`config.mk`:
```
export PLATFORM = sky130hd
export DESIGN_NAME = ooo_decode_stage
export DESIGN_NICKNAME = d
export VERILOG_FILES = /design/src/rtl/ooo_decode_stage.sv
export SDC_FILE = /design/constraint.sdc
export NUM_CORES = 1
export LEC_CHECK = 0
export CAP_MARGIN = 20
export CELL_PAD_IN_SITES_DETAIL_PLACEMENT = 0
export CELL_PAD_IN_SITES_GLOBAL_PLACEMENT = 2
export CORE_ASPECT_RATIO = 2
export CORE_UTILIZATION = 21
export DETAILED_ROUTE_END_ITERATION = 6
export MAX_ROUTING_LAYER = met4
export PLACE_DENSITY = 0.79
export RECOVER_POWER = 100
export SYNTH_ARGS = -nofsm -noshare
export SYNTH_HDL_FRONTEND = slang
export SYNTH_SLANG_ARGS = --single-unit
```
`constraint.sdc`:
```
create_clock -name clk -period 2.3 [get_ports clk]
set_clock_uncertainty 0.15 [all_clocks]
set_input_delay 0.69 -clock clk [delete_from_list [all_inputs] [get_ports clk]]
set_output_delay 0.69 -clock clk [all_outputs]
set_load 0.1 [all_outputs]
```
`src/rtl/ooo_decode_stage.sv`:
```
// Single-cycle decode stage for an out-of-order front end: decodes a group of
// WIDTH instructions, masks lanes younger than the first HALT and counts dispatches.
module ooo_decode_stage #(
    parameter int WIDTH   = 2,
    parameter int INSTR_W = 32,
    parameter int CNT_W   = 32
) (
    input  logic                   clk,
    input  logic                   rst,
    input  logic                   flush,
    input  logic                   in_valid,
    output logic                   in_ready,
    input  logic [WIDTH*INSTR_W-1:0] in_instr,
    input  logic [WIDTH-1:0]       in_lane_vld,
    output logic                   out_valid,
    input  logic                   out_ready,
    output logic [WIDTH-1:0]       out_lane_vld,
    output logic [6*WIDTH-1:0]     out_opcode,
    output logic [WIDTH-1:0]       out_writeRd,
    output logic [WIDTH-1:0]       out_RegDest,
    output logic [WIDTH-1:0]       out_isDispatch,
    output logic [WIDTH-1:0]       out_mem_wen,
    output logic [WIDTH-1:0]       out_halt,
    output logic [WIDTH-1:0]       out_illegal,
    output logic                   halted,
    output logic [CNT_W-1:0]       dispatch_cnt
);

    // Flag vector layout: {illegal, halt, mem_wen, isDispatch, RegDest, writeRd}
    function automatic logic [5:0] decode_op(input logic [5:0] op);
        case (op)
            6'h01, 6'h03, 6'h06, 6'h07, 6'h08, 6'h09, 6'h0C, 6'h0E:
                decode_op = 6'b000111;
            6'h02, 6'h04, 6'h05, 6'h0A, 6'h0B, 6'h0D, 6'h0F, 6'h11,
            6'h1B, 6'h1C, 6'h22, 6'h23:
                decode_op = 6'b000110;
            6'h12:
                decode_op = 6'b001100;
            6'h13, 6'h14, 6'h15, 6'h16, 6'h17, 6'h18, 6'h19, 6'h1A,
            6'h1D, 6'h20, 6'h21:
                decode_op = 6'b000100;
            6'h31:
                decode_op = 6'b010100;
            6'h00, 6'h30:
                decode_op = 6'b000000;
            default:
                decode_op = 6'b100000;
        endcase
    endfunction

    function automatic logic [CNT_W-1:0] popcount(input logic [WIDTH-1:0] m);
        logic [CNT_W-1:0] c;
        c = '0;
        for (int i = 0; i < WIDTH; i++) begin
            c = c + CNT_W'(m[i]);
        end
        return c;
    endfunction

    logic                 accept;
    logic                 handshake;
    logic                 halt_seen_p0;
    logic [5:0]           lane_flags_p0;
    logic [WIDTH-1:0]     dec_lane_vld_p0;
    logic [6*WIDTH-1:0]   dec_opcode_p0;
    logic [WIDTH-1:0]     dec_writeRd_p0;
    logic [WIDTH-1:0]     dec_RegDest_p0;
    logic [WIDTH-1:0]     dec_isDispatch_p0;
    logic [WIDTH-1:0]     dec_mem_wen_p0;
    logic [WIDTH-1:0]     dec_halt_p0;
    logic [WIDTH-1:0]     dec_illegal_p0;

    // Operand fields are not used by this stage.
    logic unused_operands;
    assign unused_operands = ^in_instr;

    assign in_ready  = !halted && !flush && (!out_valid || out_ready);
    assign accept    = in_valid && in_ready;
    assign handshake = out_valid && out_ready;

    // Stage p0: combinational decode; lanes younger than the first valid HALT are dropped
    always_comb begin
        halt_seen_p0      = 1'b0;
        lane_flags_p0     = '0;
        dec_lane_vld_p0   = '0;
        dec_opcode_p0     = '0;
        dec_writeRd_p0    = '0;
        dec_RegDest_p0    = '0;
        dec_isDispatch_p0 = '0;
        dec_mem_wen_p0    = '0;
        dec_halt_p0       = '0;
        dec_illegal_p0    = '0;
        for (int k = 0; k < WIDTH; k++) begin
            dec_opcode_p0[k*6 +: 6] = in_instr[k*INSTR_W + INSTR_W - 6 +: 6];
            lane_flags_p0 = decode_op(in_instr[k*INSTR_W + INSTR_W - 6 +: 6]);
            if (in_lane_vld[k] && !halt_seen_p0) begin
                dec_lane_vld_p0[k]   = 1'b1;
                dec_writeRd_p0[k]    = lane_flags_p0[0];
                dec_RegDest_p0[k]    = lane_flags_p0[1];
                dec_isDispatch_p0[k] = lane_flags_p0[2];
                dec_mem_wen_p0[k]    = lane_flags_p0[3];
                dec_halt_p0[k]       = lane_flags_p0[4];
                dec_illegal_p0[k]    = lane_flags_p0[5];
                if (lane_flags_p0[4]) begin
                    halt_seen_p0 = 1'b1;
                end
            end
        end
    end

    // Stage p1: output holding register, halt latch and dispatch counter
    always_ff @(posedge clk or posedge rst) begin
        if (rst) begin
            out_valid      <= 1'b0;
            halted         <= 1'b0;
            dispatch_cnt   <= '0;
            out_lane_vld   <= '0;
            out_opcode     <= '0;
            out_writeRd    <= '0;
            out_RegDest    <= '0;
            out_isDispatch <= '0;
            out_mem_wen    <= '0;
            out_halt       <= '0;
            out_illegal    <= '0;
        end else begin
            if (handshake) begin
                dispatch_cnt <= dispatch_cnt + popcount(out_lane_vld & out_isDispatch);
            end
            if (flush) begin
                out_valid <= 1'b0;
                halted    <= 1'b0;
            end else if (accept) begin
                out_valid      <= 1'b1;
                halted         <= halt_seen_p0;
                out_lane_vld   <= dec_lane_vld_p0;
                out_opcode     <= dec_opcode_p0;
                out_writeRd    <= dec_writeRd_p0;
                out_RegDest    <= dec_RegDest_p0;
                out_isDispatch <= dec_isDispatch_p0;
                out_mem_wen    <= dec_mem_wen_p0;
                out_halt       <= dec_halt_p0;
                out_illegal    <= dec_illegal_p0;
            end else if (handshake) begin
                out_valid <= 1'b0;
            end
        end
    end

endmodule

```
==> qor.txt, run 1 <==
Outcome: completed
Sequential fraction of the synthesis area: 50.87%
Vias in the first global route: 2798
Dpl cells: 598
Final setup viols: 0
Routed length per instance: 14.57 um
Worst Setup End Kind: output port
H-tree depth: 3
Buf/Inv on CP: 2
Final Hold Viols: 0
Post-Layout Cell Count: 615
Top cell type by total area after synthesis: dfrtp_1
Crit path from: flush
Critical-path maximum fanout: 2
Detailed Place HPWL: 6.837 mm
Synth warn: 0
Initial antenna violation count: 0
Yosys top cell area share: 50.87%
Syn Nets: 383
Placeable core area: 0.01381 mm^2
Clock transition at path regs: 0.05 ns
Die height: 169.7 um
Fmax: 0.4446 GHz
DRT iter0 DRCs: 75
Fill count: 1448
Distinct cells, synth: 39
Number of vias per cell: 4.364
Grt total ovfl: 0
Nets: 494
Antenna diodes: 0
Register Area: 0.001508 mm^2
Worst-margin pin slew: 0.8592 ns
Min Tclk post-route: 2.249 ns
Pin count of the biggest net entering global routing: 61
# rows: 61
First-pass DRT Iterations: 4
CTS tree: built
Tightest Hold Check Type: flip-flop to flip-flop
Io pins: 132
Worst R2R Start: out_lane_vld[1]
Number of max-cap violations: 0
Post-Synthesis Cell Area: 0.002952 mm^2
Critical path arrival: 1.41 ns
Period utilisation layout: 97.80%
Top post-synthesis cells by area: dfrtp_1, nand2_1, xor2_1, o21ai_0, nand3_1
Worst path top cell family by delay: buffers and inverters
Longest Clk Path Bufs: 2
DP Worst Slack: -0.3207 ns
Remaining antenna violation count: 0
PD cells: 817.8 mW/mm^2
GRT Overall Usage: 13.71%
Most common cell after layout, fill and taps aside: nand2_1
Multi-input gate area: 0.001378 mm^2
CP max-delay cell: dlygate4sd2_1
Final Worst Setup Slack: 0.05066 ns
Critical Path Start Type: input pin
CP Data Required Time: 1.46 ns
Post-synthesis cell count: 310
Hold_sp: out_opcode[5]
Finished Cell Area: 0.004409 mm^2
Max-slew violation count: 0
LEAKAGE: 0.002169 uW
WL final: 8.962 mm
First-pass GRT wire length: 14.62 mm
Most frequent cells in the layout: nand2_1, dfrtp_1, clkbuf_2
Layout area overhead: 49.39%
Post-route DRC: 0
CP Class: input pin to output port
CTS Buf Count: 9
Root buffer cell: clkbuf_16
Max_slew headroom: 42.72%
Chip Width: 85.83 um
Avg Cell Area, Syn: 9.521 um^2
Routed via count: 2684
Skew-Pair Late Insertion Delay: 0.33 ns
Routability cong.: 0.8260
Max stage delay on crit path: 0.25 ns
Clk sink count: 60
DP Area: 0.004845 mm^2
CP Cell Sequence: dlygate4sd2_1 > nor2_2 > and2_4 > buf_8
Port Buffers: 79
Layout cell share with drive strength beyond 1: 29.81%
RSZ-0062 raised after global routing: no
Maximum vdd drop: 0.0004225 V
Initial core utilization: 21.37%
Seq cells post-synth: 60
Die area: 0.01456 mm^2
-- layout make-up --
cell class | count | area share, %
sequential | 60 | 34.19
multi-input combinational | 226 | 31.24
timing repair buffer | 118 | 21.14
clock buffer | 12 | 5.817
tap | 189 | 5.363
clock inverter | 4 | 1.646
inverter | 6 | 0.5959
-- timing repair --
item                                    4_1_cts  5_1_grt
endpoints found under the setup margin        4        5
pin swaps                                     1        4
setup buffers                                 1        0
hold buffers                                  0        0
resized for setup                             5        6
-- worst register-to-register path: stages (launching register included) --
cell	delay [ns]
dfrtp_2	0.39
and2_1	0.17
fa_1	0.43
ha_1	0.22
and4_4	0.20
nand3_2	0.13
buf_4	0.14
nor3_1	0.05
xor2_1	0.14
-- per-layer routing --
layer	track usage [%]	vias up	part of all wire (%)
met2	24.94	63	58
met4	7.681	0	2.7
met1	13.50	1304	36
met3	2.383	15	3.0
li1	-	1302	-
met5	-	-	0
-- worst paths after layout --
path / end / slack, ns / cells past startpoint
worst max-delay path: in_ready / 0.05 / 4
worst min-delay path: out_opcode[5] / 0.33 / 2
worst max register to register: dispatch_cnt[16] / 0.15 / 8
worst min register to register: out_opcode[5] / 0.33 / 2
max in group asynchronous: dispatch_cnt[13] / 0.40 / 3
min in group asynchronous: out_opcode[7] / 1.00 / 3
-- kinds of logic after synthesis --
| logic type | after synthesis | share of synthesized area [%] |
|---|---|---|
| xor+xnor | 32 | 9.496 |
| mux | 3 | 1.102 |
| compound gates | 37 | 8.182 |
| buf+inv | 24 | 3.137 |
| simple gates | 152 | 26.11 |
| fa+ha+maj | 2 | 1.102 |
| flops | 60 | 50.87 |
-- flip-flops by register name (all words and copies together), names as in the netlist --
| register | cells |
|---|---|
| out_opcode | 12 |
| halted | 1 |
| dispatch_cnt | 32 |
| out_illegal | 2 |
| out_mem_wen | 2 |
| out_writeRd | 2 |
| out_isDispatch | 2 |
| out_halt | 2 |
| out_lane_vld | 2 |
| out_RegDest | 2 |
| out_valid | 1 |
-- Yosys cell counts --
cell / instances
a21boi_0: 1
a21oi_1: 4
a221oi_1: 2
a22o_1: 3
and2_1: 6
and3_1: 8
and4_1: 4
and4_2: 1
and4b_1: 1
buf_1: 1
buf_2: 2
clkbuf_1: 15
dfrtp_1: 60
fa_1: 1
ha_1: 1
inv_1: 6
mux2_2: 2
mux2i_1: 1
nand2_1: 64
nand2b_1: 7
nand3_1: 17
nand4_1: 11
nand4_2: 1
nor2_1: 13
nor2b_1: 1
nor3_1: 8
nor4_1: 4
nor4_2: 2
o21ai_0: 18
o22a_1: 1
o22ai_1: 1
o31ai_1: 1
o32a_1: 4
o41ai_1: 2
or2_2: 1
or4_1: 2
or4_4: 1
xnor2_1: 7
xor2_1: 25
-- stage by stage --
| stage | power (uW) | utilization, % | TNS (ns) | hold slack (ns) |
|---|---|---|---|---|
| after floorplan | 1893 | - | -1.506 | 0.6408 |
| after CTS | 3926 | 37.60 | 0 | 0.3746 |
| after detailed placement | 2408 | 35.07 | -3.860 | 0.3703 |
| final | 3606 | 31.92 | 0 | 0.3281 |
| after global placement | 2397 | 35.07 | -3.705 | 0.3587 |
| after global routing | 3766 | 31.92 | 0 | 0.3591 |
-- report_power, final --
group / internal (uW) / switching (uW)
combinational: 216 / 730
sequential: 1130 / 55.5
clock: 1000 / 470
No activity file was read; power rests on OpenSTA's default activity.
==> run 2, diff against run 1 <==
--- a/config.mk
+++ b/config.mk
@@ -10,6 +10,8 @@
 export CELL_PAD_IN_SITES_GLOBAL_PLACEMENT = 2
 export CORE_ASPECT_RATIO = 2
 export CORE_UTILIZATION = 21
+export CTS_CLUSTER_DIAMETER = 30
+export CTS_CLUSTER_SIZE = 10
 export DETAILED_ROUTE_END_ITERATION = 6
 export MAX_ROUTING_LAYER = met4
 export PLACE_DENSITY = 0.79
==> results of run 2 <==
Same layout as run 1: the final DEF is identical, and so are final timing and power.
==> run 3, diff against run 2 <==
--- a/config.mk
+++ b/config.mk
@@ -14,7 +14,7 @@
 export CTS_CLUSTER_SIZE = 10
 export DETAILED_ROUTE_END_ITERATION = 6
 export MAX_ROUTING_LAYER = met4
-export PLACE_DENSITY = 0.79
+export PLACE_DENSITY_LB_ADDON = 0.2
 export RECOVER_POWER = 100
 export SYNTH_ARGS = -nofsm -noshare
 export SYNTH_HDL_FRONTEND = slang
==> qor.txt, run 3 (synthesis results as in run 1) <==
Outcome: complete, but fails checks
Failing checks: DRC
# rows: 61 (unchanged)
Switching share of power: 36.94% (+2.1 points)
Min Tclk post-route: 2.254 ns (+0.004429 ns)
CP Data Required Time: 1.46 ns (about the same)
H-tree depth: 3 (unchanged)
Die height: 169.7 um (unchanged)
Number of vias per cell: 4.337 (-0.63%)
Nets: 494 (unchanged)
CP Class: input pin to output port
Net switching power: 1242 uW (-1.0%)
First-pass GRT wire length: 14.85 mm (+1.6%)
Maximum vdd drop: 0.0003435 V (-19%)
Met1 Use GR: 13.38% (-0.13 points)
Critical Path Start Type: input pin
Most frequent cells in the layout: nand2_1, dfrtp_1, clkbuf_2
Grt total ovfl: 0 (unchanged)
Port Buffers: 79 (unchanged)
Combinational share of power: 27.8% (+1.6 points)
DP Worst Slack: -0.2748 ns (+0.04592 ns)
LEAKAGE: 0.002156 uW (-0.59%)
PnR Total Power: 3363 uW (-6.7%)
Hold buffer count at cts: 0 (unchanged)
Clock transition at path regs: 0.05 ns (about the same)
Fin util: 31.62% (-0.30 points)
Root buffer cell: clkbuf_16
Routed via count: 2667 (-0.63%)
Die area: 0.01456 mm^2 (unchanged)
PD cells: 769.9 mW/mm^2 (-5.9%)
Detailed Place HPWL: 7.004 mm (+2.4%)
Clock share of power: 37.1% (-3.8 points)
Fmax: 0.4437 GHz (-0.20%)
Vias in the first global route: 2734 (-2.3%)
Number of max-cap violations: 0 (unchanged)
Remaining antenna violation count: 0 (unchanged)
Layout cell share with drive strength beyond 1: 29.81% (unchanged)
Initial antenna violation count: 0 (unchanged)
Tightest Hold Check Type: flip-flop to flip-flop
Routed length per instance: 15.04 um (+3.2%)
Reg with most FFs: dispatch_cnt
Final setup viols: 0 (unchanged)
Pin count of the biggest net entering global routing: 61 (unchanged)
Finished Cell Area: 0.004368 mm^2 (-0.94%)
Final Hold Viols: 0 (unchanged)
Final Worst Setup Slack: 0.04623 ns (-0.004429 ns)
Longest Clk Path Bufs: 2 (unchanged)
Worst-margin pin slew: 0.8747 ns (+0.01553 ns)
WL final: 9.248 mm (+3.2%)
Met3 global-route usage: 2.967% (+0.58 points)
Worst Setup End Kind: output port
CTS tree: built
Flop pwr share: 35.2% (+2.3 points)
Gr busiest metal: met2
Dpl cells: 597 (-0.17%)
Most common cell after layout, fill and taps aside: nand2_1
Critical-path maximum fanout: 2 (unchanged)
Skew-Pair Late Insertion Delay: 0.33 ns (about the same)
Max-slew violation count: 0 (unchanged)
Fill count: 1477 (+2.0%)
Antenna diodes: 0 (unchanged)
Routability cong.: 0.7836 (-5.1%)
First-pass DRT Iterations: 6 (+2)
Post-Layout Cell Count: 615 (unchanged)
Chip Width: 85.83 um (unchanged)
DRT iter0 DRCs: 77 (+2.7%)
GRT Overall Usage: 14.04% (+0.33 points)
Placeable core area: 0.01381 mm^2 (unchanged)
Layout area overhead: 47.99%
Worst R2R Path Depth: 8 (unchanged)
Initial core utilization: 21.37% (unchanged)
DP Area: 0.004837 mm^2 (-0.16%)
RSZ-0062 raised after global routing: no
Number of flip-flops in the largest register: 32 (unchanged)
Io pins: 132 (unchanged)
Met2 usage: 26.89% (+1.9 points)
Critical path arrival: 1.41 ns (about the same)
Max_slew headroom: 41.69% (-1.0 points)
Post-route DRC: 2 (+2)
Period utilisation layout: 97.99% (+0.19 points)
Clk sink count: 60 (unchanged)
CTS Buf Count: 9 (unchanged)
Largest regs: dispatch_cnt x32, out_opcode x12
Hold Crit Depth: 1 (-1)
Power Internal: 2121 uW (-9.8%)
-- run 3: power by group through the flow --
stage	Clock, uW	Combinational, uW	Sequential, uW
2_1_floorplan	0	169	1720
3_3_place_gp	0	1180	1230
3_5_place_dp	0	1190	1230
4_1_cts	1300	1190	1210
5_1_grt	1330	986	1190
6_report	1250	934	1180
-- run 3: worst paths after layout --
path | startpoint | to | slack (ns)
hold / removal | dispatch_cnt[31] | dispatch_cnt[31] | 0.32
max in group asynchronous | rst | out_isDispatch[0] | 0.37
hold reg to reg | dispatch_cnt[31] | dispatch_cnt[31] | 0.32
setup / recovery | flush | in_ready | 0.05
min in group asynchronous | rst | dispatch_cnt[8] | 1.00
setup reg to reg | out_isDispatch[0] | dispatch_cnt[20] | 0.11
-- run 3: layer usage --
metal / wire length (um) / share of wire, % / vias up
met5: 0 / 0 / -
met4: 152 / 1.6 / 0
met3: 322 / 3.5 / 8
met2: 5576 / 60 / 67
met1: 3197 / 35 / 1296
li1: - / - / 1296
-- run 3: stage by stage --
step           TNS, ns  hold slack [ns]
6_report             0           0.3224
2_1_floorplan   -1.506           0.6408
3_3_place_gp    -4.452           0.3493
3_5_place_dp    -4.988           0.3621
5_1_grt              0           0.3404
4_1_cts              0           0.3722
-- run 3: final cells by class --
class	instances	area, um^2	area share, %
inverter	6	26.28	0.6015
clock buffer	14	264.0	6.044
timing repair buffer	118	949.7	21.74
multi-input combinational	226	1373	31.42
clock inverter	2	10.01	0.2292
tap	189	236.5	5.414
sequential	60	1509	34.55
-- run 3: timing repair --
action,CTS,global route
pin swaps,1,0
resized for setup,4,5
setup endpoints to repair,3,6
setup buffers,2,0
-- run 3: critical path, cell delays in order --
cell and delay, ns:
dlygate4sd2_1 0.25, nor2_1 0.14, and2_4 0.17, buf_12 0.16
